## config.mk

```make
export PLATFORM = sky130hd
export DESIGN_NAME = router_pkt_fifo
export DESIGN_NICKNAME = d
export VERILOG_FILES = /design/src/rtl/router_pkt_fifo.sv
export SDC_FILE = /design/constraint.sdc
export NUM_CORES = 1
export LEC_CHECK = 0
export ABC_AREA = 1
export ABC_CLOCK_PERIOD_IN_PS = 4600
export CAP_MARGIN = 10
export CORE_MARGIN = 5
export CORE_UTILIZATION = 30
export DETAILED_ROUTE_END_ITERATION = 7
export HOLD_SLACK_MARGIN = 0.1
export PLACE_DENSITY = 0.53
export SKIP_CTS_REPAIR_TIMING = 1
export SLEW_MARGIN = 20
export SYNTH_ARGS = -nofsm -noshare
export SYNTH_HDL_FRONTEND = slang
export SYNTH_SLANG_ARGS = --single-unit
export TNS_END_PERCENT = 20
```

## constraint.sdc

```tcl
create_clock -name clock -period 4.6 [get_ports clock]
set_input_delay 0.46 -clock clock [delete_from_list [all_inputs] [get_ports clock]]
set_output_delay 0.46 -clock clock [all_outputs]
set_load 0.01 [all_outputs]
```

## src/rtl/router_pkt_fifo.sv

```systemverilog
// Packet-aware synchronous FIFO for one router output port.
// Stores each byte with its header tag and tracks complete packets on both sides.
module router_pkt_fifo #(
    parameter int DATA_WIDTH  = 8,
    parameter int ADDR_WIDTH  = 2,
    parameter int DEPTH       = 16,
    parameter int AFULL_LEVEL = 14
) (
    input  logic                     clock,
    input  logic                     reset,
    input  logic                     soft_reset,
    input  logic                     write_en,
    input  logic                     lfd_state,
    input  logic [DATA_WIDTH-1:0]    data_in,
    input  logic                     read_en,
    output logic [DATA_WIDTH-1:0]    data_out,
    output logic                     data_valid,
    output logic                     pkt_done,
    output logic                     full,
    output logic                     empty,
    output logic                     almost_full,
    output logic [$clog2(DEPTH):0]   pkt_count,
    output logic                     hdr_err
);

    localparam int PTR_W  = $clog2(DEPTH);
    localparam int CNT_W  = PTR_W + 1;
    localparam int LEN_W  = DATA_WIDTH - ADDR_WIDTH;
    localparam int PLEN_W = LEN_W + 1;
    localparam logic [CNT_W-1:0] PKT_MAX = '1;

    // Bit DATA_WIDTH of each entry is the header tag.
    logic [DATA_WIDTH:0] mem [DEPTH];

    logic [PTR_W-1:0]      wr_ptr_reg, wr_ptr_next;
    logic [PTR_W-1:0]      rd_ptr_reg, rd_ptr_next;
    logic [CNT_W-1:0]      occ_reg, occ_next;
    logic [PLEN_W-1:0]     wr_cnt_reg, wr_cnt_next;
    logic [PLEN_W-1:0]     rd_cnt_reg, rd_cnt_next;
    logic [CNT_W-1:0]      pkt_count_reg, pkt_count_next;
    logic [DATA_WIDTH-1:0] data_out_reg, data_out_next;
    logic                  data_valid_reg, data_valid_next;
    logic                  pkt_done_reg, pkt_done_next;
    logic                  hdr_err_reg, hdr_err_next;

    logic                  wr_acc, rd_acc, mem_we;
    logic                  pkt_inc, pkt_dec;
    logic [DATA_WIDTH:0]   rd_word;
    logic                  rd_lfd;
    logic [DATA_WIDTH-1:0] rd_data;
    logic [PLEN_W-1:0]     wr_hdr_len, rd_hdr_len;

    assign full        = (occ_reg == CNT_W'(DEPTH));
    assign empty       = (occ_reg == '0);
    assign almost_full = (occ_reg >= CNT_W'(AFULL_LEVEL));

    assign wr_acc = write_en && !full;
    assign rd_acc = read_en && !empty;
    assign mem_we = wr_acc && !soft_reset;

    assign rd_word = mem[rd_ptr_reg];
    assign rd_lfd  = rd_word[DATA_WIDTH];
    assign rd_data = rd_word[DATA_WIDTH-1:0];

    // A header announces payload_len payload bytes plus one parity byte.
    assign wr_hdr_len = {1'b0, data_in[DATA_WIDTH-1:ADDR_WIDTH]} + PLEN_W'(1);
    assign rd_hdr_len = {1'b0, rd_data[DATA_WIDTH-1:ADDR_WIDTH]} + PLEN_W'(1);

    always_ff @(posedge clock) begin
        if (mem_we) begin
            mem[wr_ptr_reg] <= {lfd_state, data_in};
        end
    end

    always_comb begin
        wr_ptr_next     = wr_ptr_reg;
        rd_ptr_next     = rd_ptr_reg;
        occ_next        = occ_reg;
        wr_cnt_next     = wr_cnt_reg;
        rd_cnt_next     = rd_cnt_reg;
        pkt_count_next  = pkt_count_reg;
        data_out_next   = data_out_reg;
        data_valid_next = rd_acc;
        pkt_done_next   = 1'b0;
        hdr_err_next    = 1'b0;
        pkt_inc         = 1'b0;
        pkt_dec         = 1'b0;

        if (wr_acc) begin
            wr_ptr_next = wr_ptr_reg + PTR_W'(1);
            if (lfd_state) begin
                hdr_err_next = (wr_cnt_reg != '0);
                wr_cnt_next  = wr_hdr_len;
            end else if (wr_cnt_reg != '0) begin
                wr_cnt_next = wr_cnt_reg - PLEN_W'(1);
                pkt_inc     = (wr_cnt_reg == PLEN_W'(1));
            end
        end

        if (rd_acc) begin
            rd_ptr_next   = rd_ptr_reg + PTR_W'(1);
            data_out_next = rd_data;
            if (rd_lfd) begin
                rd_cnt_next = rd_hdr_len;
            end else if (rd_cnt_reg != '0) begin
                rd_cnt_next   = rd_cnt_reg - PLEN_W'(1);
                pkt_dec       = (rd_cnt_reg == PLEN_W'(1));
                pkt_done_next = pkt_dec;
            end
        end

        case ({wr_acc, rd_acc})
            2'b10:   occ_next = occ_reg + CNT_W'(1);
            2'b01:   occ_next = occ_reg - CNT_W'(1);
            default: occ_next = occ_reg;
        endcase

        // Saturate rather than wrap if orphaned bytes unbalance the two sides.
        if (pkt_inc && !pkt_dec && (pkt_count_reg != PKT_MAX)) begin
            pkt_count_next = pkt_count_reg + CNT_W'(1);
        end else if (!pkt_inc && pkt_dec && (pkt_count_reg != '0)) begin
            pkt_count_next = pkt_count_reg - CNT_W'(1);
        end

        if (soft_reset) begin
            wr_ptr_next     = '0;
            rd_ptr_next     = '0;
            occ_next        = '0;
            wr_cnt_next     = '0;
            rd_cnt_next     = '0;
            pkt_count_next  = '0;
            data_out_next   = '0;
            data_valid_next = 1'b0;
            pkt_done_next   = 1'b0;
            hdr_err_next    = 1'b0;
        end
    end

    always_ff @(posedge clock or posedge reset) begin
        if (reset) begin
            wr_ptr_reg     <= '0;
            rd_ptr_reg     <= '0;
            occ_reg        <= '0;
            wr_cnt_reg     <= '0;
            rd_cnt_reg     <= '0;
            pkt_count_reg  <= '0;
            data_out_reg   <= '0;
            data_valid_reg <= 1'b0;
            pkt_done_reg   <= 1'b0;
            hdr_err_reg    <= 1'b0;
        end else begin
            wr_ptr_reg     <= wr_ptr_next;
            rd_ptr_reg     <= rd_ptr_next;
            occ_reg        <= occ_next;
            wr_cnt_reg     <= wr_cnt_next;
            rd_cnt_reg     <= rd_cnt_next;
            pkt_count_reg  <= pkt_count_next;
            data_out_reg   <= data_out_next;
            data_valid_reg <= data_valid_next;
            pkt_done_reg   <= pkt_done_next;
            hdr_err_reg    <= hdr_err_next;
        end
    end

    assign data_out   = data_out_reg;
    assign data_valid = data_valid_reg;
    assign pkt_done   = pkt_done_reg;
    assign hdr_err    = hdr_err_reg;
    assign pkt_count  = pkt_count_reg;

endmodule

```

==> impl_metrics.py <==
metrics = {
    "run_status": {
        "run_status": "complete, no violations",
    },
    "sta": {
        "fin_ws_ns": 1.24,
        "period_needed_ns": 3.36,
        "fin_setup_tns_ns": 0,
        "fin_skew_ns": 0.00837,
        "period_share_pct": 73.1,
        "slew_violations": 0,
        "rsz0062_at_grt": "false",
        "fmax_mhz": 298,
        "max_slew_margin_pct": 35.6,
        "tightest_slew_ns": 0.962,
        "final-setup-viol-count": 0,
        "fin_hold_ws_ns": 0.474,
        "hold_viol_final": 0,
    },
    "power": {
        "power_leakage_nw": 4.12,
        "p_per_area_mw_per_mm2": 479,
        "ir_drop_uv": 290,
    },
    "min_path": {
        "hp-class": "in -> async",
    },
    "drt": {
        "wire_per_inst_um": 16.3,
        "drt_wl_total_um": 21800,
        "via_count": 6248,
        "postRouteAntennaNets": 0,
        "drtIter0Drc": 517,
        "vias_per_cell": 4.66,
        "first_pass_iters": 5,
        "drc": 0,
    },
    "clock_tree": {
        "cts_buffers": 17,
        "clockRootBuffer": "clkbuf_16",
        "path_clk_slew_ns": 0.07,
        "clock-sinks": 187,
        "htree_num_levels": 4,
        "insertion_delay_ns": 0.44,
        "clockBufferDepth": 2,
        "tritoncts": "done",
    },
    "worst_setup_path": {
        "worstSetupEndpointType": "register",
        "path_max_fanout": 24,
        "arrival_ns": 3.74,
        "required_ns": 4.98,
        "r2r_slack_ns": 1.24,
        "start_kind": "register",
        "rr_worst_depth": 18,
        "criticalPathCategory": "reg -> reg",
    },
    "placed_design": {
        "gp_congestion": 0.844,
        "port_buffers": 32,
        "dpl.hpwl_um": 14700,
        "pre_cts_slack_ns": 1.27,
    },
    "logic_synthesis": {
        "yosysTopAreaCell": "edfxtp_1",
        "synth_cell_types": 38,
        "netlist_top_cells_area": "edfxtp_1, dfrtp_1, nand2_1",
        "syn_area_per_cell_um2": 9.87,
        "synth_ff_type": "edfxtp_1",
        "netlist_area_mm2": 0.00886,
        "seq_area_frac_synth_pct": 60.9,
        "ys_seq_elements": 187,
        "synth_warnings": 0,
        "synth-edff-count": 144,
        "syn_nets": 934,
        "synth.top_cell.area_share_pct": 48.8,
        "async_reset_ff_share_pct": 23.0,
        "netlist_instances": 898,
    },
    "layout": {
        "final_cell_mix": "nand2_1, edfxtp_1, inv_1",
        "drive_gt1_share_pct": 8.41,
        "final_common_cell": "nand2_1",
        "final_util_pct": 34.7,
        "antenna_cells": 0,
        "nets": 974,
        "largest_reg_flops": 144,
        "area_growth_pct": 15.1,
    },
    "floorplanning": {
        "dieHeight_um": 182,
        "die_area_mm2": 0.0331,
        "core_mm2": 0.0294,
        "die_w_um": 182,
        "initial_core_util_pct": 30.1,
        "num_io_pins": 33,
        "rows": 63,
    },
    "job": {
        "drv_cap": 0,
    },
    "global_routing": {
        "grt_pass1_wl_um": 34900,
        "grt_max_degree": 44,
        "grt_pass1_vias": 6011,
        "grt.total_usage_pct": 13.5,
        "grt_overflow": 0,
        "antenna_found_initial": 0,
    },
}
-- worst paths after layout --
kind / start / end
setup / recovery: rd_ptr_reg[2]$_DFFE_PP0P_ / pkt_count[4]$_DFFE_PP0P_
setup reg to reg: rd_ptr_reg[2]$_DFFE_PP0P_ / pkt_count[4]$_DFFE_PP0P_
max in group asynchronous: reset / rd_ptr_reg[0]$_DFFE_PP0P_
hold reg to reg: data_out[0]$_DFFE_PP0P_ / data_out[0]$_DFFE_PP0P_
min in group clock: data_out[0]$_DFFE_PP0P_ / data_out[0]$_DFFE_PP0P_
hold / removal: reset / pkt_done$_DFF_PP0_
-- per-layer routing --
metal	vias to the layer above	GRT usage (%)	wire [µm]
met2	113	22.1	10500
met4	0	3.99	463
li1	3110	-	-
met1	3000	18.3	10100
met3	25	2.60	767
met5	-	0	0
-- synth_stat cells (6+ instances only) --
library cell / number
o21ai_0: 63
edfxtp_1: 144
o22ai_1: 25
nand3_1: 88
clkbuf_1: 10
inv_1: 102
a21oi_1: 18
xor2_1: 9
buf_4: 6
dfrtp_1: 43
o21ai_1: 7
nand2_1: 195
inv_2: 10
nor3_1: 26
buf_2: 10
ha_1: 20
nor2_1: 74
-- where the power goes --
group | internal (mW) | switching, mW | total [mW]
logic | 0.484 | 0.976 | 1.46
clock network | 0.715 | 0.691 | 1.41
registers | 1.92 | 0.0965 | 2.02
-- cells by family (layout without fill, tap and decap cells) --
logic type / count (synthesis) / after routing / synth area share, %
AND/OR/NAND/NOR: 408 / 408 / 20.0
flip-flops: 187 / 187 / 60.9
AO/OA/AOI/OAI: 124 / 124 / 7.74
buffers and inverters: 146 / 199 / 7.00
adder cells (fa/ha/maj): 22 / 22 / 3.28
XOR/XNOR: 11 / 11 / 1.09
-- through the flow --
step | power (mW) | cells | instance area [µm²]
after floorplan | 3.09 | 898 | 8860
after global routing | 5.21 | 1341 | 10200
after detailed placement | 3.53 | 1309 | 9640
after CTS | 4.93 | 1341 | 10200
after global placement | 3.52 | 1309 | 9640
final | 4.89 | 1341 | 10200
-- cell type report --
| class | instances | area [µm²] |
|---|---|---|
| clock inverters | 15 | 131 |
| fillers | 2972 | 19200 |
| repair buffers | 54 | 485 |
| well taps | 390 | 488 |
| clock buffers | 17 | 425 |
| multi-input cells | 565 | 2840 |
| inverters | 113 | 425 |
| flip-flops and latches | 187 | 5400 |
-- worst max-delay path, stage by stage, from the launching register on --
cell	delay (ns)
dfrtp_1	0.36
buf_4	0.20
inv_1	0.57
nor3_1	0.15
nand2_1	0.13
nand2_1	0.06
nand2_1	0.06
nand2_1	0.18
nor3_1	0.18
nand4_1	0.14
nand3_1	0.22
ha_1	0.31
a21oi_1	0.15
nand2_1	0.07
xor2_1	0.18
nand4_1	0.11
nand2_1	0.11
nand2_1	0.05
nand2_1	0.06
Power figures use the tool's default switching activity.
